<file path="config.mk">
export PLATFORM = sky130hd
export DESIGN_NAME = stall_ctrl
export DESIGN_NICKNAME = d
export VERILOG_FILES = /design/src/rtl/stall_ctrl_pkg.sv /design/src/rtl/md_busy_timer.sv /design/src/rtl/stall_ctrl.sv
export SDC_FILE = /design/constraint.sdc
export NUM_CORES = 1
export LEC_CHECK = 0
export BUFFER_PORTS_ARGS = -buffer_cell sky130_fd_sc_hd__buf_4
export CORE_UTILIZATION = 40
export CTS_CLUSTER_DIAMETER = 100
export DETAILED_ROUTE_END_ITERATION = 6
export PLACE_DENSITY = 0.64
export SLEW_MARGIN = 20
export SYNTH_ARGS = -nofsm -noshare
export SYNTH_HDL_FRONTEND = slang
export SYNTH_SLANG_ARGS = --single-unit
export TNS_END_PERCENT = 100
</file>
<file path="constraint.sdc">
create_clock -name clk -period 2.9 [get_ports clk]
set_clock_uncertainty 0.15 [all_clocks]
set_input_delay 0.58 -clock clk [delete_from_list [all_inputs] [get_ports clk]]
set_output_delay 0.58 -clock clk [all_outputs]
set_load 0.005 [all_outputs]
</file>
<file path="src/rtl/stall_ctrl_pkg.sv">
// Shared CPU pipeline definitions: mult/div latency defaults, counter widths
// and the encoding of the mult/div busy FSM.
package stall_ctrl_pkg;

    localparam int MULT_CYCLES_DEF = 5;
    localparam int DIV_CYCLES_DEF  = 10;

    // A 4-bit down-counter caps the busy length at 15 cycles.
    localparam int CNT_W       = 4;
    localparam int STALL_CNT_W = 16;

    typedef enum logic {
        IDLE = 1'b0,
        BUSY = 1'b1
    } md_state_t;

endpackage

</file>
<file path="src/rtl/md_busy_timer.sv">
// Mult/div busy timer: a two-state FSM plus a down-counter that keeps the
// unit busy for a fixed number of cycles after each accepted start pulse.
module md_busy_timer
    import stall_ctrl_pkg::*;
#(
    parameter int MULT_CYCLES = MULT_CYCLES_DEF,
    parameter int DIV_CYCLES  = DIV_CYCLES_DEF
) (
    input  logic clk,
    input  logic reset,
    input  logic start,
    input  logic is_div,
    output logic busy
);

    localparam logic [CNT_W-1:0] MULT_LOAD = CNT_W'(MULT_CYCLES);
    localparam logic [CNT_W-1:0] DIV_LOAD  = CNT_W'(DIV_CYCLES);
    localparam logic [CNT_W-1:0] CNT_ONE   = CNT_W'(1);

    md_state_t        state;
    logic [CNT_W-1:0] cnt;

    // Start pulses that arrive while BUSY are ignored; the running count is never reloaded.
    always_ff @(posedge clk or negedge reset) begin
        if (!reset) begin
            state <= IDLE;
            cnt   <= '0;
        end else begin
            case (state)
                IDLE: begin
                    if (start) begin
                        cnt   <= is_div ? DIV_LOAD : MULT_LOAD;
                        state <= BUSY;
                    end
                end
                BUSY: begin
                    cnt <= cnt - CNT_ONE;
                    if (cnt == CNT_ONE) begin
                        state <= IDLE;
                    end
                end
                default: begin
                    state <= IDLE;
                    cnt   <= '0;
                end
            endcase
        end
    end

    assign busy = (state == BUSY);

endmodule

</file>
<file path="src/rtl/stall_ctrl.sv">
// Pipeline stall controller: merges decode data hazards with mult/div
// structural hazards into fetch/decode enables, a bubble request and a stall counter.
module stall_ctrl
    import stall_ctrl_pkg::*;
#(
    parameter int MULT_CYCLES = MULT_CYCLES_DEF,
    parameter int DIV_CYCLES  = DIV_CYCLES_DEF
) (
    input  logic                   clk,
    input  logic                   reset,
    input  logic                   D_stall_data,
    input  logic                   D_md_use,
    input  logic                   E_md_start,
    input  logic                   E_md_is_div,
    output logic                   enablePC,
    output logic                   IF_ID_en,
    output logic                   ID_EX_flush,
    output logic                   md_busy,
    output logic [STALL_CNT_W-1:0] stall_cnt
);

    localparam logic [STALL_CNT_W-1:0] CNT_MAX = '1;

    logic stall;

    md_busy_timer #(
        .MULT_CYCLES(MULT_CYCLES),
        .DIV_CYCLES (DIV_CYCLES)
    ) u_timer (
        .clk   (clk),
        .reset (reset),
        .start (E_md_start),
        .is_div(E_md_is_div),
        .busy  (md_busy)
    );

    // A start pulse in E already blocks a mult/div user in D, before busy rises.
    assign stall       = D_stall_data | (D_md_use & (md_busy | E_md_start));
    assign enablePC    = ~stall;
    assign IF_ID_en    = ~stall;
    assign ID_EX_flush = stall;

    always_ff @(posedge clk or negedge reset) begin
        if (!reset) begin
            stall_cnt <= '0;
        end else if (stall && (stall_cnt != CNT_MAX)) begin
            stall_cnt <= stall_cnt + 16'd1;
        end
    end

endmodule

</file>
Word level (Yosys, flattened, before mapping):

Cells that the tools add are included.

* register bits: 21
* input bits: 6
* output and inout bits: 20
* logic and storage cells: 20

* add/sub/neg operators: 2
* equal/unequal tests: 3
* muxes and demuxes: 6
* bitwise operators: 5
* reduce and logical (&&, ||, !) cells: 1

Operator list (count)
* $add A16 B1 Y16 const B: 1
* $ne A16 B16 Y1 const B: 1
* $mux W4: 2
* $pmux W4 S2: 1
* $eq A4 B1 Y1 const B: 1
* $sub A4 B1 Y4 const B: 1
* $mux W1: 2
* $ne A2 B2 Y1 const B: 1
* $not A1 Y1: 2
* $or A1 B1 Y1: 2
* $pmux W1 S2: 1
* $and A1 B1 Y1: 1
* $logic_and A1 B1 Y1: 1

Depth between registers and ports, before layout:

Gate-level depths: netlist (run 1).

* depth after elaboration: 4
* gate-level depth with buffers: 5
* gate-level depth less buffers: 5

Modules after synthesis:

From an unflattened synthesis (run 1), not the netlist that was laid out.

* cell total of the unflattened synthesis: 102
* area total of the unflattened synthesis: 1112.3 um^2

Modules (own cells, without submodules)
* stall_ctrl: instances 1, cells an instance 72, area an instance 823.3 um^2, sequential area each 400.4 um^2
* md_busy_timer: instances 1, cells an instance 30, area an instance 289.0 um^2, sequential area each 125.1 um^2

Least setup slack after synthesis (run 1):

No wires, ideal clock.

* kind: in2out
* from: in E_md_start
* to: out enablePC
* arrival: 1169 ps
* required time: 2170 ps
* setup slack: 1001 ps
* stages: 4
* buffers on the path: 2
* cell sequence: o21ai_1 -> and2_4 -> buf_6 -> buf_4

* cells in the longest elaborated chain, start to end: 4

RTL lines
* start: declaration: RTL line stall_ctrl.sv:13 `input logic E_md_start,`
* $or A1 B1 Y1: RTL line stall_ctrl.sv:38 `assign stall = D_stall_data | (D_md_use & (md_busy | E_md_start));`
* $and A1 B1 Y1: RTL line stall_ctrl.sv:38
* $or A1 B1 Y1: RTL line stall_ctrl.sv:38
* $not A1 Y1
* end: declaration: RTL line stall_ctrl.sv:15 `output logic enablePC,`

Every way passes these cells.

Worst setup path in the final report (run 1):

* from: reg u_timer.state (netlist: u_timer.busy)
* to: out ID_EX_flush

* cells in the longest elaborated chain, start to end: 3

RTL lines
* start: declaration: RTL line md_busy_timer.sv:20 `md_state_t state;`
* start signal: assignment: RTL line md_busy_timer.sv:26 `state <= IDLE;`
* start signal: assignment: RTL line md_busy_timer.sv:33 `state <= BUSY;`
* start signal: assignment: RTL line md_busy_timer.sv:39 `state <= IDLE;`
* $or A1 B1 Y1: RTL line stall_ctrl.sv:38
* $and A1 B1 Y1: RTL line stall_ctrl.sv:38
* $or A1 B1 Y1: RTL line stall_ctrl.sv:38
* end: declaration: RTL line stall_ctrl.sv:17 `output logic ID_EX_flush,`

Every way passes these cells.

==> results of run 1 <==
## cell type report
type / instances / area share, %
Tap cell: 30 / 2.740
Timing Repair Buffer: 26 / 14.43
Clock buffer: 4 / 1.918
Multi-Input combinational cell: 72 / 40.91
Inverter: 6 / 1.644
Sequential cell: 21 / 38.36
## metrics by stage
stage / total power (uW) / utilization, %
after floorplan: 782.5 / -
after global placement: 957.3 / 51.95
after detailed placement: 969.4 / 51.95
after CTS: 1117 / 53.36
after global routing: 1196 / 53.36
final: 1098 / 53.36
## path summary, 6_finish.rpt
| kind | startpoint | endpoint | slack (ns) | cells after the start |
|---|---|---|---|---|
| worst max-delay path | u_timer.busy$_DFF_PN0_ | ID_EX_flush | 0.63 | 4 |
| worst min-delay path | stall_cnt[15]$_DFFE_PN0P_ | stall_cnt[15]$_DFFE_PN0P_ | 0.35 | 1 |
| worst max register to register | stall_cnt[0]$_DFFE_PN0P_ | stall_cnt[9]$_DFFE_PN0P_ | 0.93 | 5 |
| worst min register to register | stall_cnt[15]$_DFFE_PN0P_ | stall_cnt[15]$_DFFE_PN0P_ | 0.35 | 1 |
| max in group asynchronous | reset | stall_cnt[5]$_DFFE_PN0P_ | 1.85 | 2 |
| min in group asynchronous | reset | stall_cnt[14]$_DFFE_PN0P_ | 0.54 | 2 |
## worst max-delay path, stage by stage, from the launching register on
cell	delay (ns)
dfrtp_1	0.54
o21ai_1	0.26
and2_4	0.27
inv_1	0.05
buf_4	0.13
## flip-flops by register name, indices dropped and copies added, names as in the netlist
name	count
stall_cnt	16
u_timer.busy	1
u_timer.cnt	4
## layer usage
| layer | GRT usage, % | vias to the layer above | wire length [um] |
|---|---|---|---|
| li1 | - | 412 | - |
| met1 | 21.04 | 411 | 993 |
| met2 | 25.50 | 18 | 1017 |
| met3 | 2.459 | 2 | 76 |
| met4 | 7.500 | 0 | 12 |
| met5 | 0 | - | 0 |
## power by group through the flow
| stage | clock [uW] | combinational [uW] | sequential (uW) |
|---|---|---|---|
| detailed placement | 0 | 414 | 555 |
| floorplan | 0 | 258 | 524 |
| global placement | 0 | 407 | 551 |
| finish | 138 | 409 | 551 |
| CTS | 149 | 417 | 551 |
| global route | 156 | 469 | 571 |
## cell families after synthesis
| family | count (synthesis) |
|---|---|
| and+or+nand+nor | 40 |
| DFF | 21 |
| xor gates and xnor gates | 16 |
| AOI/OAI and AO/OA | 10 |
| buffers and inverters | 9 |
| muxes | 3 |
| adders and majority gates | 3 |
## placed cells by master, fill, tap and decap left out, types with 3 or more instances in the layout
cell type and n:
dfrtp_1 21, inv_1 6, nand4_1 3, nand2_1 5, buf_4 25, nor4_1 5, nor2_1 4, o21ai_0 4
nand3_1 5, ha_1 3, a21oi_1 3, xor2_1 15, clkbuf_4 3, nor3_1 5
==> implementation parameters, run 1 <==
Parameter                              Value

Status
  Result of the run ... finished clean

Final layout
  Area growth from synthesis to layout ... 21.13%
  Multi-input combinational cell area ... 560.5 um^2
  Layout cell share with drive strength beyond 1 ... 30.23%
  Antenna Diode Count ... 0
  Number of filler cells placed in the layout ... 244
  Cell area after layout ... 0.001370 mm^2
  Combined flip-flop and latch cell area ... 525.5 um^2
  Fin nets ... 139
  Cell Count, Final, Fillers Out ... 159

CTS
  CTS hold repair buffers ... 1
  Maximum clock path buffer count ... 2
  Clock-pin slew on the worst setup and hold paths ... 0.11 ns
  Post_cts resized ... 0
  Post-CTS Setup Repair Bufs ... 0
  Clock root buffer ... clkbuf_4
  CTS Buf Count ... 3
  Clock tree from TritonCTS ... done
  Depth of the CTS H-tree ... 1
  Clock latency on the worst-skew pair ... 0.29 ns
  Clock sinks ... 21

Die
  Ports ... 26
  Floorplan die area ... 0.003044 mm^2
  Row count ... 18
  Std-Cell Core Area ... 0.002567 mm^2
  Floorplan die height ... 55.18 um
  Starting Density ... 44.05%
  Width of the die ... 55.18 um

Logic synthesis
  Syn Std Cell Area ... 0.001131 mm^2
  Fraction of the yosys area taken by sequential cells ... 46.46%
  Cell taking the most area after synthesis ... dfrtp_1
  Ys async rst share ... 100.0%
  Mean post-synth cell area ... 11.09 um^2
  Number of enable flip-flop cells after synthesis ... 0
  Primary FF master, synth ... dfrtp_1
  Post-Synth XOR/XNOR Area ... 12.39%
  Most common cell in the synthesized netlist ... dfrtp_1
  Number of warnings printed during yosys synthesis ... 0
  Count of cell types in the netlist ... 32
  Cell types with the highest counts after synthesis ... dfrtp_1, xor2_1, inv_1
  Synth area leaders ... dfrtp_1, xor2_1, ha_1, nor4_1, nor4b_2
  Mapped Cells ... 102
  Number of nets in the synthesized netlist ... 111
  Post-synthesis sequential element count ... 21
  Synth Area in Compound Gates ... 5.863%
  Share of cell area taken by muxes after synthesis ... 3.097%
  Simple-gate share of the synthesized area ... 24.89%
  Dominant combinational cell family by area after synthesis ... simple AND/OR/NAND/NOR gates
  Area fraction of the dominant cell type after synthesis ... 46.46%
  Synthesized-area fraction occupied by adder cells ... 3.319%

Worst setup path
  Endpoint class of the critical path ... primary output
  CP Launch Type ... flip-flop
  Classification of the worst setup path ... reg -> out
  Top fanout value on the critical path ... 13
  Worst path required time ... 2.17 ns
  Critical Path AT ... 1.54 ns

Detailed routing
  Total number of vias ... 843
  Final wirelength ... 2101 um
  First-iteration detailed-routing DRC count ... 10
  Number of design rule violations left after detail routing ... 0
  Wire per inst ... 13.21 um
  Via-per-instance ratio ... 5.302
  Number of routed nets with antenna violations ... 0
  Length of the first detailed-routing pass in iterations ... 4

Placed design
  Final weighted congestion in routability-driven placement ... 0.7823
  Pre-CTS setup slack ... 0.8126 ns
  Number of placed cells counting well taps ... 154
  Area after DPL ... 0.001334 mm^2
  DPL Wire Length ... 1578 um
  I/O Buffers ... 25

Power
  Leakage ... 0.0006286 uW
  Relative contribution of combinational cells to total power ... 37.3%
  Ratio of total power to cell area ... 801.5 mW/mm^2
  Sequential share of power ... 50.2%
  Clock share of power ... 12.6%
  Switching Share ... 37.31%
  Worst IR drop on VDD ... 0.5234 mV
  Power Internal ... 688.4 uW
  Net switching component of the power ... 409.7 uW

Timing
  Shortest clock period the worst path allows after layout ... 2.270 ns
  Tightest Pin Transition ... 0.6394 ns
  Relative max-transition margin ... 57.05%
  Setup TNS after final layout ... 0 ns
  Count of pins over their slew limit ... 0
  FMAX ... 440.5 MHz
  Unrepaired setup endpoints after global routing ... false
  Final count of negative-setup-slack endpoints ... 0
  Final worst slack ... 0.6301 ns
  Final period utilization ... 78.27%
  Min Hold Slack ... 0.3528 ns
  Number of hold violations in the final report ... 0

Global route
  Overall global routing resource usage ... 15.99%
  Number of antenna violations at the first check in global routing ... 0
  Remaining global-route overflow ... 0
  Via count of the first global-routing pass ... 779
  Global-route wire length before repair ... 3374 um
  Maximum number of pins on one net before global-route repair ... 22

Job
  Max Cap Viol ... 0

Hold path
  Worst Hold Class ... reg -> reg
(Power assumes the default switching activity.)
==> run 2: changes to the inputs <==
- clock period: 2.9 -> 2.4 ns (I/O delays scaled with it)
==> run 2 against run 1 <==
Compared with the run above:
- sequential share of layout area down 0.24 points
- critical path type unchanged
- highest routed layer unchanged
- core utilization rose by 0.34 points
- via count grew 4.3%
- worst setup slack worse by 0.25 ns
- final cell count grew 0.63%
- sequential cell count stayed put
- sequential power grew 18%
- count of clock-buffer cells in the layout decreased by 1
==> implementation parameters, run 2 (synthesis results as in run 1) <==
Parameter                              Value

Worst setup path
  Cell with the biggest individual delay on the critical path ... dfrtp_1 (unchanged)
  Category of cells accounting for the largest share of critical-path delay ... flip-flops (unchanged)
  CP bufs+invs ... 2 (unchanged)
  Worst path required time ... 1.77 ns (was 2.17 ns)
  CP max stage delay ... 0.40 ns (was 0.54 ns)
  Critical Path AT ... 1.39 ns (was 1.54 ns)
  Classification of the worst setup path ... reg -> out (unchanged)
  Cell-by-cell trace of the critical path ... o21ai_1, and2_4, inv_1, buf_4 (unchanged)
  Top fanout value on the critical path ... 13 (unchanged)
  CP Launch Type ... flip-flop (unchanged)
  Endpoint class of the critical path ... primary output (unchanged)

CTS
  Post-CTS Setup Repair Bufs ... 0 (unchanged)
  Clock latency on the worst-skew pair ... 0.31 ns (was 0.29 ns)
  Post_cts resized ... 0 (unchanged)
  Clock sinks ... 21 (unchanged)
  Maximum clock path buffer count ... 2 (unchanged)
  CTS hold repair buffers ... 1 (unchanged)
  Clock-pin slew on the worst setup and hold paths ... 0.11 ns (about the same)
  Depth of the CTS H-tree ... 1 (unchanged)
  Clock tree from TritonCTS ... done (unchanged)
  Clock root buffer ... clkbuf_4 (unchanged)
  CTS Buf Count ... 3 (unchanged)

Global route
  Via count of the first global-routing pass ... 798 (was 779)
  GRT Max-Usage Layer ... met2 (unchanged)
  Maximum number of pins on one net before global-route repair ... 22 (unchanged)
  Global-route wire length before repair ... 3601 um (was 3374 um)
  Number of antenna violations at the first check in global routing ... 0 (unchanged)
  Met1 GRT Util ... 21.77% (was 21.04%)
  Overall global routing resource usage ... 17.13% (was 15.99%)
  Remaining global-route overflow ... 0 (unchanged)
  Global-route met2 utilization ... 28.71% (was 25.50%)
  Met3 Track Usage GR ... 5.738% (was 2.459%)

Hold path
  Worst Hold Class ... in -> reg (was reg -> reg)

Final layout
  Most common library cell in the layout ignoring fill and taps ... buf_4 (unchanged)
  Fin nets ... 140 (was 139)
  Antenna Diode Count ... 0 (unchanged)
  Area growth from synthesis to layout ... 21.90% (was 21.13%)
  Number of flip-flops in the largest register ... 16 (unchanged)
  Commonest cells after routing, fill and taps aside ... buf_4, dfrtp_1, xor2_1 (unchanged)
  Layout cell share with drive strength beyond 1 ... 31.54% (was 30.23%)
  Register with the most flip-flops ... stall_cnt (unchanged)

Die
  Starting Density ... 44.05% (unchanged)
  Row count ... 18 (unchanged)
  Floorplan die height ... 55.18 um (unchanged)
  Ports ... 26 (unchanged)
  Floorplan die area ... 0.003044 mm^2 (unchanged)
  Width of the die ... 55.18 um (unchanged)
  Std-Cell Core Area ... 0.002567 mm^2 (unchanged)

Timing
  Final worst slack ... 0.3824 ns (was 0.6301 ns)
  Final count of negative-setup-slack endpoints ... 0 (unchanged)
  Count of pins over their slew limit ... 0 (unchanged)
  Number of hold violations in the final report ... 0 (unchanged)
  Shortest clock period the worst path allows after layout ... 2.018 ns
  Unrepaired setup endpoints after global routing ... false (unchanged)
  Relative max-transition margin ... 57.41% (was 57.05%)
  FMAX ... 495.6 MHz
  Setup TNS after final layout ... 0 ns (unchanged)
  Tightest Pin Transition ... 0.6340 ns (was 0.6394 ns)
  Final period utilization ... 84.07%

Job
  Max Cap Viol ... 0 (unchanged)

Placed design
  I/O Buffers ... 25 (unchanged)
  DPL Wire Length ... 1642 um (was 1578 um)
  Pre-CTS setup slack ... 0.4581 ns (was 0.8126 ns)
  Final weighted congestion in routability-driven placement ... 0.7775 (was 0.7823)

Detailed routing
  Total number of vias ... 879 (was 843)
  Number of routed nets with antenna violations ... 0 (unchanged)
  First-iteration detailed-routing DRC count ... 13 (was 10)
  Length of the first detailed-routing pass in iterations ... 5 (was 4)
  Wire per inst ... 13.70 um (was 13.21 um)
  Via-per-instance ratio ... 5.494 (was 5.302)
  Number of design rule violations left after detail routing ... 0 (unchanged)
  Final wirelength ... 2192 um (was 2101 um)

Power
  Leakage ... 0.0006356 uW (was 0.0006286 uW)
  Ratio of total power to cell area ... 977.5 mW/mm^2 (was 801.5 mW/mm^2)
  Worst IR drop on VDD ... 0.5835 mV (was 0.5234 mV)

Status
  Result of the run ... finished clean (unchanged)
## run 2: final cells by class
type,instances,area (um^2)
clock inverters,1,5.005
well taps,30,37.54
multi-input cells,72,560.5
repair buffers,27,205.2
flip-flops and latches,21,525.5
fillers,248,1189
clock buffers,3,22.52
inverters,6,22.52
## run 2: stage by stage
step	instance area [um^2]	cells	hold slack, ns	total power, uW	utilization, %
2_1_floorplan	1131	102	0.03441	945.5	-
3_3_place_gp	1341	155	0.2290	1167	52.24
3_5_place_dp	1341	155	0.2308	1190	52.24
4_1_cts	1379	160	0.3117	1365	53.70
5_1_grt	1379	160	0.3336	1455	53.70
6_report	1379	160	0.3237	1348	53.70
## run 2: report_power, final
part,switching (uW),leakage (uW),internal [uW]
logic,229,0.000376,294
clock network,110,0.0000177,62.2
registers,171,0.000242,481
## run 2: path summary, 6_finish.rpt
check | from | endpoint | slack (ns) | cells after the start
min in group asynchronous | reset | stall_cnt[14]$_DFFE_PN0P_ | 0.42 | 2
hold / removal | E_md_start | u_timer.busy$_DFF_PN0_ | 0.32 | 3
setup reg to reg | stall_cnt[0]$_DFFE_PN0P_ | stall_cnt[9]$_DFFE_PN0P_ | 0.47 | 5
hold reg to reg | stall_cnt[15]$_DFFE_PN0P_ | stall_cnt[15]$_DFFE_PN0P_ | 0.35 | 1
max in group asynchronous | reset | stall_cnt[3]$_DFFE_PN0P_ | 1.45 | 2
setup / recovery | u_timer.busy$_DFF_PN0_ | ID_EX_flush | 0.38 | 4
## run 2: routing by layer
metal	part of all wire, %	routed length (um)
met1	44	970
met5	0	0
met2	50	1090
met4	0.68	15
met3	5.3	116
## run 2: worst reg2reg max path, delay by kind of cell (launching register included)
family	cells	cell delay, ns
xor+xnor	1	0.17
fa+ha+maj	1	0.23
flops	1	0.42
simple gates	3	0.87
==> run 3: changes to the inputs <==
- ABC_AREA: default -> 1
- PLACE_DENSITY: 0.64 -> 0.63
- clock period: 2.4 -> 1.91 ns (I/O delays scaled with it)
==> run 3 against run 2 <==
Compared with the run above:
- core utilization down 2.6 points
- final cell count up 55%
- synthesized cell count up 72%
- largest cell class unchanged
- combinational power up 11%
- register-to-register slack worse by 0.31 ns
- highest routed layer unchanged
- die area up 14%
==> implementation parameters, run 3 <==
Parameter                              Value

Timing
  Final period utilization ... 95.87%
  Shortest clock period the worst path allows after layout ... 1.831 ns
  FMAX ... 546.1 MHz
  Count of pins over their slew limit ... 0 (unchanged)
  Final count of negative-setup-slack endpoints ... 0 (unchanged)
  Number of hold violations in the final report ... 0 (unchanged)
  Tightest Pin Transition ... 0.4067 ns (was 0.6340 ns)
  Setup TNS after final layout ... 0 ns (unchanged)
  Relative max-transition margin ... 72.78% (was 57.41%)

Power
  Worst IR drop on VDD ... 0.5147 mV (was 0.5835 mV)
  Leakage ... 0.0007671 uW (was 0.0006356 uW)
  Ratio of total power to cell area ... 942.5 mW/mm^2 (was 977.5 mW/mm^2)

Final layout
  Fin nets ... 214 (was 140)
  Layout cell share with drive strength beyond 1 ... 22.55% (was 31.54%)
  Area growth from synthesis to layout ... 21.05% (was 21.90%)
  Antenna Diode Count ... 0 (unchanged)
  Number of filler cells placed in the layout ... 317 (was 248)
  Number of flip-flops in the largest register ... 16 (unchanged)
  Commonest cells after routing, fill and taps aside ... nand2_1, buf_4, dfrtp_1 (was buf_4, dfrtp_1, xor2_1)
  Cell area after layout ... 0.001562 mm^2 (was 0.001379 mm^2)
  Share of the core filled with cells ... 51.15% (was 53.70%)
  Register with the most flip-flops ... stall_cnt (unchanged)
  Most common library cell in the layout ignoring fill and taps ... nand2_1 (was buf_4)

CTS
  Maximum clock path buffer count ... 2 (unchanged)
  Clock root buffer ... clkbuf_4 (unchanged)
  Clock sinks ... 21 (unchanged)
  Depth of the CTS H-tree ... 1 (unchanged)
  Clock tree from TritonCTS ... done (unchanged)
  Clock latency on the worst-skew pair ... 0.31 ns (about the same)
  CTS Buf Count ... 3 (unchanged)
  Clock-pin slew on the worst setup and hold paths ... 0.12 ns (was 0.11 ns)

Detailed routing
  Number of routed nets with antenna violations ... 0 (unchanged)
  Length of the first detailed-routing pass in iterations ... 4 (was 5)
  Via-per-instance ratio ... 4.605 (was 5.494)
  Total number of vias ... 1142 (was 879)
  First-iteration detailed-routing DRC count ... 43 (was 13)
  Number of design rule violations left after detail routing ... 0 (unchanged)
  Wire per inst ... 11.14 um (was 13.70 um)
  Final wirelength ... 2762 um (was 2192 um)

Die
  Std-Cell Core Area ... 0.003053 mm^2 (was 0.002567 mm^2)
  Row count ... 20 (was 18)
  Width of the die ... 58.79 um (was 55.18 um)
  Floorplan die height ... 58.79 um (was 55.18 um)
  Ports ... 26 (unchanged)
  Starting Density ... 42.25% (was 44.05%)
  Floorplan die area ... 0.003456 mm^2 (was 0.003044 mm^2)

Placed design
  Area after DPL ... 0.001503 mm^2 (was 0.001341 mm^2)
  DPL Wire Length ... 2001 um (was 1642 um)
  Final weighted congestion in routability-driven placement ... 0.7790 (was 0.7775)
  I/O Buffers ... 25 (unchanged)

Logic synthesis
  Number of nets in the synthesized netlist ... 184 (was 111)
  Fraction of the yosys area taken by sequential cells ... 40.74% (was 46.46%)
  Mapped Cells ... 175 (was 102)
  Syn Std Cell Area ... 0.001290 mm^2 (was 0.001131 mm^2)
  Mean post-synth cell area ... 7.371 um^2 (was 11.09 um^2)
  Cell taking the most area after synthesis ... dfrtp_1 (unchanged)
  Number of warnings printed during yosys synthesis ... 0 (unchanged)
  Primary FF master, synth ... dfrtp_1 (unchanged)
  Area fraction of the dominant cell type after synthesis ... 40.74% (was 46.46%)
  Count of cell types in the netlist ... 23 (was 32)
  Ys async rst share ... 100.0% (unchanged)
  Number of enable flip-flop cells after synthesis ... 0 (unchanged)
  Cell types with the highest counts after synthesis ... nand2_1, dfrtp_1, inv_1, nor2_1, o21ai_0 (was dfrtp_1, xor2_1, inv_1)
  Post-synthesis sequential element count ... 21 (unchanged)
  Most common cell in the synthesized netlist ... nand2_1 (was dfrtp_1)
  Synth area leaders ... dfrtp_1, nand2_1, inv_1, nor2_1, xnor2_1 (was dfrtp_1, xor2_1, ha_1, nor4_1, nor4b_2)

Global route
  Via count of the first global-routing pass ... 1050 (was 798)
  Number of antenna violations at the first check in global routing ... 0 (unchanged)
  Global-route wire length before repair ... 4533 um (was 3601 um)
  Overall global routing resource usage ... 17.40% (was 17.13%)
  Remaining global-route overflow ... 0 (unchanged)
  Maximum number of pins on one net before global-route repair ... 22 (unchanged)

Status
  Result of the run ... finished clean (unchanged)

Worst setup path
  Critical Path AT ... 1.30 ns (was 1.39 ns)
  Classification of the worst setup path ... reg -> out (unchanged)
  Top fanout value on the critical path ... 5 (was 13)
  Worst path required time ... 1.38 ns (was 1.77 ns)
  Endpoint class of the critical path ... primary output (unchanged)
  CP Launch Type ... flip-flop (unchanged)

Job
  Max Cap Viol ... 0 (unchanged)

Hold path
  Worst Hold Class ... in -> reg (unchanged)
## run 3: changes by cell type after synthesis, sizes merged, moves of 2 or more
cell,previous run,this run
nand2,5,71
nor2,5,22
inv,6,20
xor2,15,2
nor4,7,0
nor3,5,0
o21ai,5,10
xnor2,1,6
nor4b,3,0
a2bb2oi,0,2
mux2i,2,0
nor3b,2,0
## run 3: final timing paths
path	start	to	slack [ns]	depth (start not counted)
worst max register to register	stall_cnt[0]$_DFFE_PN0P_	stall_cnt[1]$_DFFE_PN0P_	0.16	7
worst max-delay path	u_timer.busy$_DFF_PN0_	enablePC	0.08	6
worst min register to register	u_timer.cnt[3]$_DFFE_PN0P_	u_timer.cnt[3]$_DFFE_PN0P_	0.38	2
max in group asynchronous	reset	u_timer.busy$_DFF_PN0_	1.06	2
min in group asynchronous	reset	u_timer.busy$_DFF_PN0_	0.32	2
worst min-delay path	E_md_start	u_timer.cnt[1]$_DFFE_PN0P_	0.22	4
## run 3: cells by family after synthesis
| kind of cell | Yosys count | share of synthesized area (%) |
|---|---|---|
| AND/OR/NAND/NOR | 104 | 34.72 |
| flip-flops | 21 | 40.74 |
| XOR/XNOR | 8 | 5.432 |
| adder cells (fa/ha/maj) | 3 | 2.910 |
| buffers and inverters | 23 | 8.147 |
| AO/OA/AOI/OAI | 16 | 8.051 |
## run 3: metal layers
metal,vias to the layer above,global-route usage (%),share of wire (%)
li1,604,-,-
met1,518,21.65,47
met4,0,7.143,0.69
met3,2,2.637,3.3
met2,18,30.03,49
met5,-,0,0
## run 3: through the flow
stage | setup WS, ns | total power (uW) | std cells | hold WS, ns
global route | -0.0007743 | 1600 | 248 | 0.2135
floorplan | 0.3525 | 1031 | 175 | -0.06359
detailed placement | 0.1532 | 1239 | 241 | 0.1349
CTS | 0.004102 | 1486 | 247 | 0.1975
finish | 0.07894 | 1472 | 248 | 0.2247
global placement | 0.2586 | 1204 | 241 | 0.1312
## run 3: power by group
part / switching [uW] / total, uW / internal, uW
Combinational: 299 / 581 / 282
Clock: 140 / 218 / 78.2
Sequential: 115 / 672 / 557
Total: 555 / 1470 / 917
## run 3: worst max-delay path, cell delays in order (launching register included)
cell and delay, ns:
dfrtp_2 0.45, nor2_4 0.12, inv_2 0.06, nand2_1 0.06
nand2_2 0.10, inv_2 0.09, buf_4 0.11
## run 3: what timing repair did
| item | CTS | global route |
|---|---|---|
| setup endpoints to repair | 3 | 2 |
| gates resized for setup | 2 | 0 |
| buffers inserted | 1 | 1 |
| hold buffers | 1 | 0 |
| pin swaps | 0 | 1 |
| hold endpoints to repair | 21 | 0 |
## run 3: area by class of cell
class	count	area [um^2]	share of cell area [%]
Timing Repair Buffer	28	212.7	13.62
Multi-Input combinational cell	131	664.4	42.55
Sequential cell	21	526.8	33.73
Clock inverter	1	5.005	0.3205
Clock buffer	3	22.52	1.442
Tap cell	44	55.05	3.526
Inverter	20	75.07	4.808
